[src/rtl/tim_pkg.sv]
// Shared constants for the Timer_1 control unit: register map, CR bit
// positions and counter width.
package tim_pkg;

   localparam int TIM_W   = 16;
   localparam int CR_BITS = 6;

   localparam logic [2:0] TIM_CR  = 3'd0;
   localparam logic [2:0] TIM_SR  = 3'd1;
   localparam logic [2:0] TIM_EGR = 3'd2;
   localparam logic [2:0] TIM_PSC = 3'd3;
   localparam logic [2:0] TIM_ARR = 3'd4;
   localparam logic [2:0] TIM_CNT = 3'd5;

   localparam int CR_CEN  = 0;
   localparam int CR_UDIS = 1;
   localparam int CR_OPM  = 2;
   localparam int CR_ARPE = 3;
   localparam int CR_DIR  = 4;
   localparam int CR_UIE  = 5;

   localparam logic [TIM_W-1:0] TIM_ONE = 16'd1;

endpackage

[src/rtl/tim_psc_tick.sv]
// Synchronous prescaler: emits a one-cycle enable every psc+1 clocks while
// en is high. clr restarts the division (software update event).
module tim_psc_tick
   import tim_pkg::*;
(
   input  logic             clk,
   input  logic             rst,
   input  logic             en,
   input  logic             clr,
   input  logic [TIM_W-1:0] psc,
   output logic             tick
);

   logic [TIM_W-1:0] psc_cnt;

   assign tick = en && (psc_cnt == psc);

   always_ff @(posedge clk) begin
      if (rst) begin
         psc_cnt <= '0;
      end else if (clr) begin
         psc_cnt <= '0;
      end else if (en) begin
         psc_cnt <= tick ? '0 : psc_cnt + TIM_ONE;
      end
   end

endmodule

[src/rtl/tim_ctrl.sv]
// Timer_1 control unit: register file, buffered PSC/ARR, up/down main
// counter, update-event generation, update flag and interrupt.
module tim_ctrl
   import tim_pkg::*;
#(
   parameter logic [TIM_W-1:0] ARR_RST = 16'hFFFF,
   parameter logic [TIM_W-1:0] PSC_RST = 16'h0000
) (
   input  logic             clk,
   input  logic             rst,
   input  logic             wr_en,
   input  logic [2:0]       addr,
   input  logic [TIM_W-1:0] wdata,
   output logic [TIM_W-1:0] rdata,
   output logic [TIM_W-1:0] cnt,
   output logic             tim_tick,
   output logic             upd_evt,
   output logic             irq
);

   logic [CR_BITS-1:0] cr;
   logic               uif;
   logic [TIM_W-1:0]   psc_pre, psc_sh, arr_pre, arr_sh, cnt_q;
   logic [TIM_W-1:0]   psc_new, arr_new;
   logic               wr_cr, wr_sr, wr_psc, wr_arr, wr_cnt;
   logic               ug, tick, wrap, uev;

   assign wr_cr  = wr_en && (addr == TIM_CR);
   assign wr_sr  = wr_en && (addr == TIM_SR);
   assign wr_psc = wr_en && (addr == TIM_PSC);
   assign wr_arr = wr_en && (addr == TIM_ARR);
   assign wr_cnt = wr_en && (addr == TIM_CNT);
   assign ug     = wr_en && (addr == TIM_EGR) && wdata[0];

   tim_psc_tick u_psc (
      .clk  (clk),
      .rst  (rst),
      .en   (cr[CR_CEN]),
      .clr  (ug),
      .psc  (psc_sh),
      .tick (tick)
   );

   // Wrap is detected even when UDIS masks the event, so OPM can still stop.
   assign wrap = tick && (cr[CR_DIR] ? (cnt_q == '0) : (cnt_q == arr_sh));
   assign uev  = ug || (wrap && !cr[CR_UDIS]);

   // A preload write coinciding with an update event lands in the shadow.
   assign psc_new = wr_psc ? wdata : psc_pre;
   assign arr_new = wr_arr ? wdata : arr_pre;

   always_ff @(posedge clk) begin
      if (rst) begin
         cr      <= '0;
         uif     <= 1'b0;
         psc_pre <= PSC_RST;
         psc_sh  <= PSC_RST;
         arr_pre <= ARR_RST;
         arr_sh  <= ARR_RST;
         cnt_q   <= '0;
      end else begin
         if (wr_cr) cr <= wdata[CR_BITS-1:0];
         if (wrap && cr[CR_OPM]) cr[CR_CEN] <= 1'b0;

         if (uev) uif <= 1'b1;
         else if (wr_sr && !wdata[0]) uif <= 1'b0;

         psc_pre <= psc_new;
         arr_pre <= arr_new;
         if (uev) begin
            psc_sh <= psc_new;
            arr_sh <= arr_new;
         end else if (wr_arr && !cr[CR_ARPE]) begin
            arr_sh <= wdata;
         end

         if (ug) cnt_q <= cr[CR_DIR] ? arr_new : '0;
         else if (wr_cnt) cnt_q <= wdata;
         else if (wrap) cnt_q <= cr[CR_DIR] ? arr_sh : '0;
         else if (tick) cnt_q <= cr[CR_DIR] ? cnt_q - TIM_ONE : cnt_q + TIM_ONE;
      end
   end

   always_comb begin
      rdata = '0;
      case (addr)
         TIM_CR:  rdata[CR_BITS-1:0] = cr;
         TIM_SR:  rdata[0] = uif;
         TIM_PSC: rdata = psc_pre;
         TIM_ARR: rdata = arr_pre;
         TIM_CNT: rdata = cnt_q;
         default: rdata = '0;
      endcase
   end

   assign cnt      = cnt_q;
   assign tim_tick = tick;
   assign upd_evt  = uev;
   assign irq      = uif && cr[CR_UIE];

endmodule

[config.mk]
export PLATFORM = sky130hd
export DESIGN_NAME = tim_ctrl
export DESIGN_NICKNAME = d
export VERILOG_FILES = /design/src/rtl/tim_pkg.sv /design/src/rtl/tim_psc_tick.sv /design/src/rtl/tim_ctrl.sv
export SDC_FILE = /design/constraint.sdc
export NUM_CORES = 1
export LEC_CHECK = 0
export BUFFER_PORTS_ARGS = -buffer_cell sky130_fd_sc_hd__clkbuf_2
export CAP_MARGIN = 20
export CORE_UTILIZATION = 65
export DETAILED_ROUTE_END_ITERATION = 6
export PLACE_DENSITY = 0.86
export SYNTH_ARGS = -nofsm -noshare
export SYNTH_HDL_FRONTEND = slang
export SYNTH_HIERARCHICAL = 1
export SYNTH_SLANG_ARGS = --single-unit
[constraint.sdc]
create_clock -name clk -period 4.9 [get_ports clk]
set_input_delay 0.245 -clock clk [delete_from_list [all_inputs] [get_ports clk]]
set_output_delay 0.245 -clock clk [all_outputs]
set_load 0.05 [all_outputs]
# --- Yosys cells after proc, flatten, opt, wreduce, memory -nomap -nowiden ---
# Index checks and enable logic that the tools add are counted.
word_totals:
  regBits: 103
  inputBits: 22
  elab_cells: 62
op_classes:
  addsub: 3
  eq_ne: 7
  muxes: 18
  reduce_logical: 25
op_table:
  columns: ["operator", "count"]
  rows:
  - ["$mux W16", 12]
  - ["$add A16 B1 Y16 const B", 2]
  - ["$eq A16 B16 Y1", 2]
  - ["$pmux W10 S3", 1]
  - ["$pmux W5 S4", 1]
  - ["$logic_not A16 Y1", 1]
  - ["$sub A16 B1 Y16 const B", 1]
  - ["$logic_and A1 B1 Y1", 14]
  - ["$eq A3 B2 Y1 const B", 2]
  - ["$eq A3 B3 Y1 const B", 2]
  - ["$pmux W1 S5", 1]
  - ["$reduce_bool A2 Y1", 2]
  - ["$reduce_bool A4 Y1", 1]
  - ["$reduce_or A2 Y1", 2]
  - ["$eq A3 B1 Y1 const B", 1]
  - ["$logic_not A1 Y1", 3]
  - ["$logic_not A3 Y1", 1]
  - ["$mux W1", 3]
  - ["$logic_or A1 B1 Y1", 1]

# --- Longest topological paths before layout ---
depth:
  depth_word: 6
  ltp_mapped: 13

# --- Cells and area by module ---
# Netlist, hierarchy kept.
modules_own_cells:
  columns: ["module", "instances", "cells_each", "area_per_inst_um2", "seq_area_each_um2"]
  rows:
  - ["tim_ctrl", 1, 643, 5377.7, 1741.7]
  - ["tim_psc_tick", 1, 113, 1028.5, 320.3]

# --- Worst setup path before layout ---
# OpenSTA, ideal clock, no wires.
synth_path:
  path_kind: "reg-to-output"
  from: "register u_psc.psc_cnt[2]"
  to: "output port upd_evt"
  t_arrival_ns: 4.426
  t_required_ns: 4.655
  slack_ns: 0.229
  path_stages_with_launch: 13
  n_path_buf: 3
  path_cell_list: "dfxtp_1 > clkbuf_2 > xor2_1 > nor4_1 > nand2_1 > nor4b_1 > or4b_1 > nor4_4 > a41o_4 > a21oi_4 > inv_2 > buf_6 > buf_6"
synth_between:
  elab_chain_cells: 5
synth_rtl:
  columns: ["element", "line", "text"]
  rows:
  - ["start, declared", "tim_psc_tick.sv:14", "logic [TIM_W-1:0] psc_cnt;"]
  - ["start signal, assigned", "tim_psc_tick.sv:24", "psc_cnt <= tick ? '0 : psc_cnt + TIM_ONE;"]
  - ["$eq A16 B16 Y1", "tim_psc_tick.sv:16", "assign tick = en && (psc_cnt == psc);"]
  - ["$logic_and A1 B1 Y1", "tim_psc_tick.sv:16", null]
  - ["named net tim_tick", "tim_ctrl.sv:16", "output logic tim_tick,"]
  - ["$logic_and A1 B1 Y1", "tim_ctrl.sv:45", "assign wrap = tick && (cr[CR_DIR] ? (cnt_q == '0) : (cnt_q == arr_sh));"]
  - ["$logic_and A1 B1 Y1", "tim_ctrl.sv:46", "assign uev = ug || (wrap && !cr[CR_UDIS]);"]
  - ["$logic_or A1 B1 Y1", "tim_ctrl.sv:46", null]
  - ["end, declared", "tim_ctrl.sv:17", "output logic upd_evt,"]
# The timed path passes the listed nets, and every way through them passes these cells.

# --- Final worst setup path ---
layout_path:
  from: "register u_psc.psc_cnt[8]"
  to: "output port upd_evt"
layout_between:
  elab_chain_cells: 5
layout_rtl:
  columns: ["element", "line"]
  rows:
  - ["$eq A16 B16 Y1", "tim_psc_tick.sv:16"]
  - ["$logic_and A1 B1 Y1", "tim_psc_tick.sv:16"]
  - ["$logic_and A1 B1 Y1", "tim_ctrl.sv:45"]
  - ["$logic_and A1 B1 Y1", "tim_ctrl.sv:46"]
  - ["$logic_or A1 B1 Y1", "tim_ctrl.sv:46"]
# Every way passes these cells.

==> impl_metrics.csv <==
group,metric,value,unit
clock_tree,clkLatencyLatePin,0.37,ns
clock_tree,clockBufferDepth,2,
floorplan,chipHeight,101,um
drt,drt_first_iter_violations,593,
critical_path,max_stage_delay,0.64,ns
min_path,min_path_type,"input pin to flop",
run,drv.max_cap_violation_count,0,
final_layout,antenna_cells,0,
global_routing,globalRoute.totalOverflow,0,
critical_path,critical_path.endpoint_type,"primary output",
placement,gpl.final_weighted_congestion,0.940,
critical_path,regToRegStartpoint,"u_psc/psc_cnt[8]$_SDFFE_PP0P_",
drt,finalWirelength,18.5,mm
final_layout,layout_commonest_cell,"dfxtp_1",
critical_path,endpoint_required_time_on_the_critical_path,4.66,ns
min_path,worstHoldPathCells,3,
clock_tree,post_cts.resized_instances,0,
global_routing,gr_met2_demand_resource,59.8,%
global_routing,largest_net_degree_at_the_start_of_global_routing,63,
synth,postSynth.topFlopCell,"dfxtp_1",
floorplan,std_cell_rows,35,
floorplan,die_area,10300,um2
synth,ys_seq_area_share,32.2,%
clock_tree,cts-hold-fix-buffers,0,
synth,library_cell_with_the_largest_summed_area_after_synthesis,"dfxtp_1",
drt,post_drt_wl_per_cell,20.2,um
critical_path,cp_cell_sequence,"xor2_1 > nor4_1 > nand2_1 > nor4b_1 > or4b_1 > nor4_4 > buf_4 > a41o_4 > a21oi_4 > inv_2 > clkbuf_2",
clock_tree,clk_transition_reported_paths,0.10,ns
critical_path,critical_path_arrival,4.38,ns
global_routing,gr-usage-met3,6.07,%
final_layout,area_growth,7.07,%
min_path,hp-start,"wdata[15]",
synth,syn-cell-area,6410,um2
synth,yosysWarningCount,6,
floorplan,die_w,101,um
clock_tree,cts_post_setup_buffers_inserted,0,
critical_path,kind_of_cell_with_the_highest_combined_delay_on_the_critical_path,"simple AND/OR/NAND/NOR gates",
drt,drc,0,
sta,min_setup_slack_post_route,0.277,ns
sta,totalNegativeSetupSlack,0,ns
synth,synthCells,756,
floorplan,io-pin-count,57,
clock_tree,cts_tree,"built",
sta,timing_hold_violations_final,0,
critical_path,timing.critical_path.fanout_max,29,
critical_path,reg2reg_depth,13,
drt,dr.pass1.iters,6,
final_layout,final-seq-area,2060,um2
synth,synthesis.nets,794,
pwr,vdd_ir_drop_max,217,uV
critical_path,rr_endpoint,"arr_sh[5]$_SDFFE_PP1P_",
synth,syn-mean-instance-area,8.47,um2
synth,synth_top_area_share,32.2,%
final_layout,fillerInstances,738,
sta,fmaxAchievable,216,MHz
placement,detailed_place.area,6670,um2
critical_path,critical_path.slowest_cell,"nor4b_1",
critical_path,start_kind,"flop",
sta,final_min_period_over_clock_period,94.3,%
final_layout,final_net_count,821,
drt,route.detailed.vias_per_inst,6.65,
global_routing,first_global_vias,5857,
status,outcome,"complete, no violations",
sta,final-setup-viol-count,0,
sta,grt_setup_unrepaired,"no",
placement,dpl.hpwl,13.3,mm
synth,postSynth.asyncResetShare,0,%
synth,synth_top_cells_by_area,"dfxtp_1, mux2i_1, nand2_1",
synth,ys_ff_latch,103,
synth,synth_unique_cells,71,
pwr,power_per_cell_area,254,nW/um2
global_routing,met1_usage,49.2,%
drt,detail-route-antenna-nets,0,
global_routing,gr-usage-all-layers,37.3,%
final_layout,layout.cell_area.non_filler,6860,um2
sta,timing_worst_slew_pin_value,1.06,ns
final_layout,final_layout_size_suffix_gt1_share,16.4,%
floorplan,placeableCoreArea,9370,um2
critical_path,r2r_slack,0.49,ns
sta,slew_viol_final,0,
global_routing,grt_first_pass_wirelength,29.7,mm
clock_tree,clock-root-buffer,"clkbuf_8",
clock_tree,clock_h_tree_levels,3,
clock_tree,cts_buffers,9,
drt,dr_total_vias,6083,
pwr,total_power,1740,uW
global_routing,grt_antenna_before_repair,0,
placement,pre_cts_ws,0.682,ns
final_layout,multi_input_comb_area,4060,um2
sta,clock_skew,0.0111,ns
pwr,power_leakage,0.00288,uW
critical_path,cp.buffers_inverters,3,
min_path,min_to,"arr_pre[15]$_SDFF_PP1_",
final_layout,layout.cells.most_common_list,"dfxtp_1, nand2_1, nor2_1",
sta,max_slew_margin,28.6,%
synth,synth-edff-count,0,
placement,port-buffer-count,56,
sta,fin_crit,4.62,ns
clock_tree,cts_sinks,103,
floorplan,initial_core_util,68.4,%
global_routing,grt_busiest_layer,"met2",
critical_path,type_of_the_worst_setup_path,"flop to primary output",
## cells in the mapped netlist, types with 3 or more instances
cell / instances
a21oi_1: 30
buf_1: 4
and3_1: 3
o221a_2: 10
nor4_1: 9
o21bai_1: 4
nor3_1: 14
dfxtp_1: 103
ha_1: 15
a21o_1: 26
xor2_1: 28
nor4b_1: 3
a211oi_1: 10
o22ai_1: 5
and2_1: 4
o21a_1: 8
o221ai_1: 6
inv_1: 7
buf_6: 5
xnor2_1: 26
nand2b_1: 5
buf_4: 4
nor2_1: 67
nand4_1: 14
nand3_1: 26
o21ai_0: 43
a211oi_2: 16
nor2b_1: 5
nor3_2: 9
a31oi_1: 3
nand2_1: 101
o211ai_1: 3
a211o_1: 3
mux2i_1: 53
o211a_1: 5
or3_1: 3
clkbuf_1: 28
a22oi_1: 3
buf_2: 6
## cells by family after synthesis
family                   after synthesis  share of synthesized area (%)
AO/OA/AOI/OAI                        189                           22.1
XOR/XNOR                              54                           7.38
adder cells (fa/ha/maj)               16                           3.24
multiplexers                          54                           8.63
flip-flops                           103                           32.2
buffers and inverters                 59                           4.67
AND/OR/NAND/NOR                      281                           21.8
## power by group
part	internal (uW)	switching, uW
registers	860	34.2
clock network	245	283
logic	106	213
## worst reg2reg max path, cell delays in order (launching register included)
cell and delay [ns]:
dfxtp_1 0.37, xor2_1 0.20, nor4_1 0.34, nand2_1 0.11
nor4b_1 0.64, or4b_1 0.57, nor4_4 0.22, buf_4 0.26
a41o_4 0.26, a21oi_4 0.19, inv_2 0.47, buf_4 0.39
nand2_1 0.12, a21o_1 0.18
## sequential cells by signal (all words and copies together), names as in the netlist
signal         flops
uif                1
arr_sh            16
psc_pre           16
u_psc/psc_cnt     16
psc_sh            16
cr                 6
cnt               16
arr_pre           16
## layer usage
metal | part of all wire (%) | wire length (um)
met1 | 42 | 7700
met2 | 46 | 8490
met4 | 3.7 | 689
met5 | 0 | 0
met3 | 8.7 | 1610
## per-stage QoR
stage               hold slack, ns  util (%)  instances
detailed placement           0.485      71.1        900
global route                 0.229      73.2        915
floorplan                    0.384         -        756
finish                       0.207      73.2        915
CTS                          0.210      73.1        914
global placement             0.482      71.1        900
## how the worst max path moves through the flow
stage / from / end / slack, ns / depth (start not counted)
3_5_place_dp: u_psc/psc_cnt[7]$_SDFFE_PP0P_ / arr_sh[6]$_SDFFE_PP1P_ / 0.68 / 13
2_1_floorplan: u_psc/psc_cnt[2]$_SDFFE_PP0P_ / upd_evt / 0.23 / 12
5_1_grt: u_psc/psc_cnt[2]$_SDFFE_PP0P_ / upd_evt / 0.05 / 11
4_1_cts: u_psc/psc_cnt[8]$_SDFFE_PP0P_ / upd_evt / 0.37 / 11
6_report: u_psc/psc_cnt[8]$_SDFFE_PP0P_ / upd_evt / 0.28 / 11
3_3_place_gp: u_psc/psc_cnt[10]$_SDFFE_PP0P_ / arr_sh[1]$_SDFFE_PP1P_ / 0.81 / 13
## layout make-up
class	count	share of cell area, %
inverters	10	0.547
well taps	129	2.35
clock inverters	3	0.657
repair buffers	65	5.07
flip-flops and latches	103	30.1
multi-input cells	594	59.2
clock buffers	11	2.06
Power figures use the tool's default switching activity.
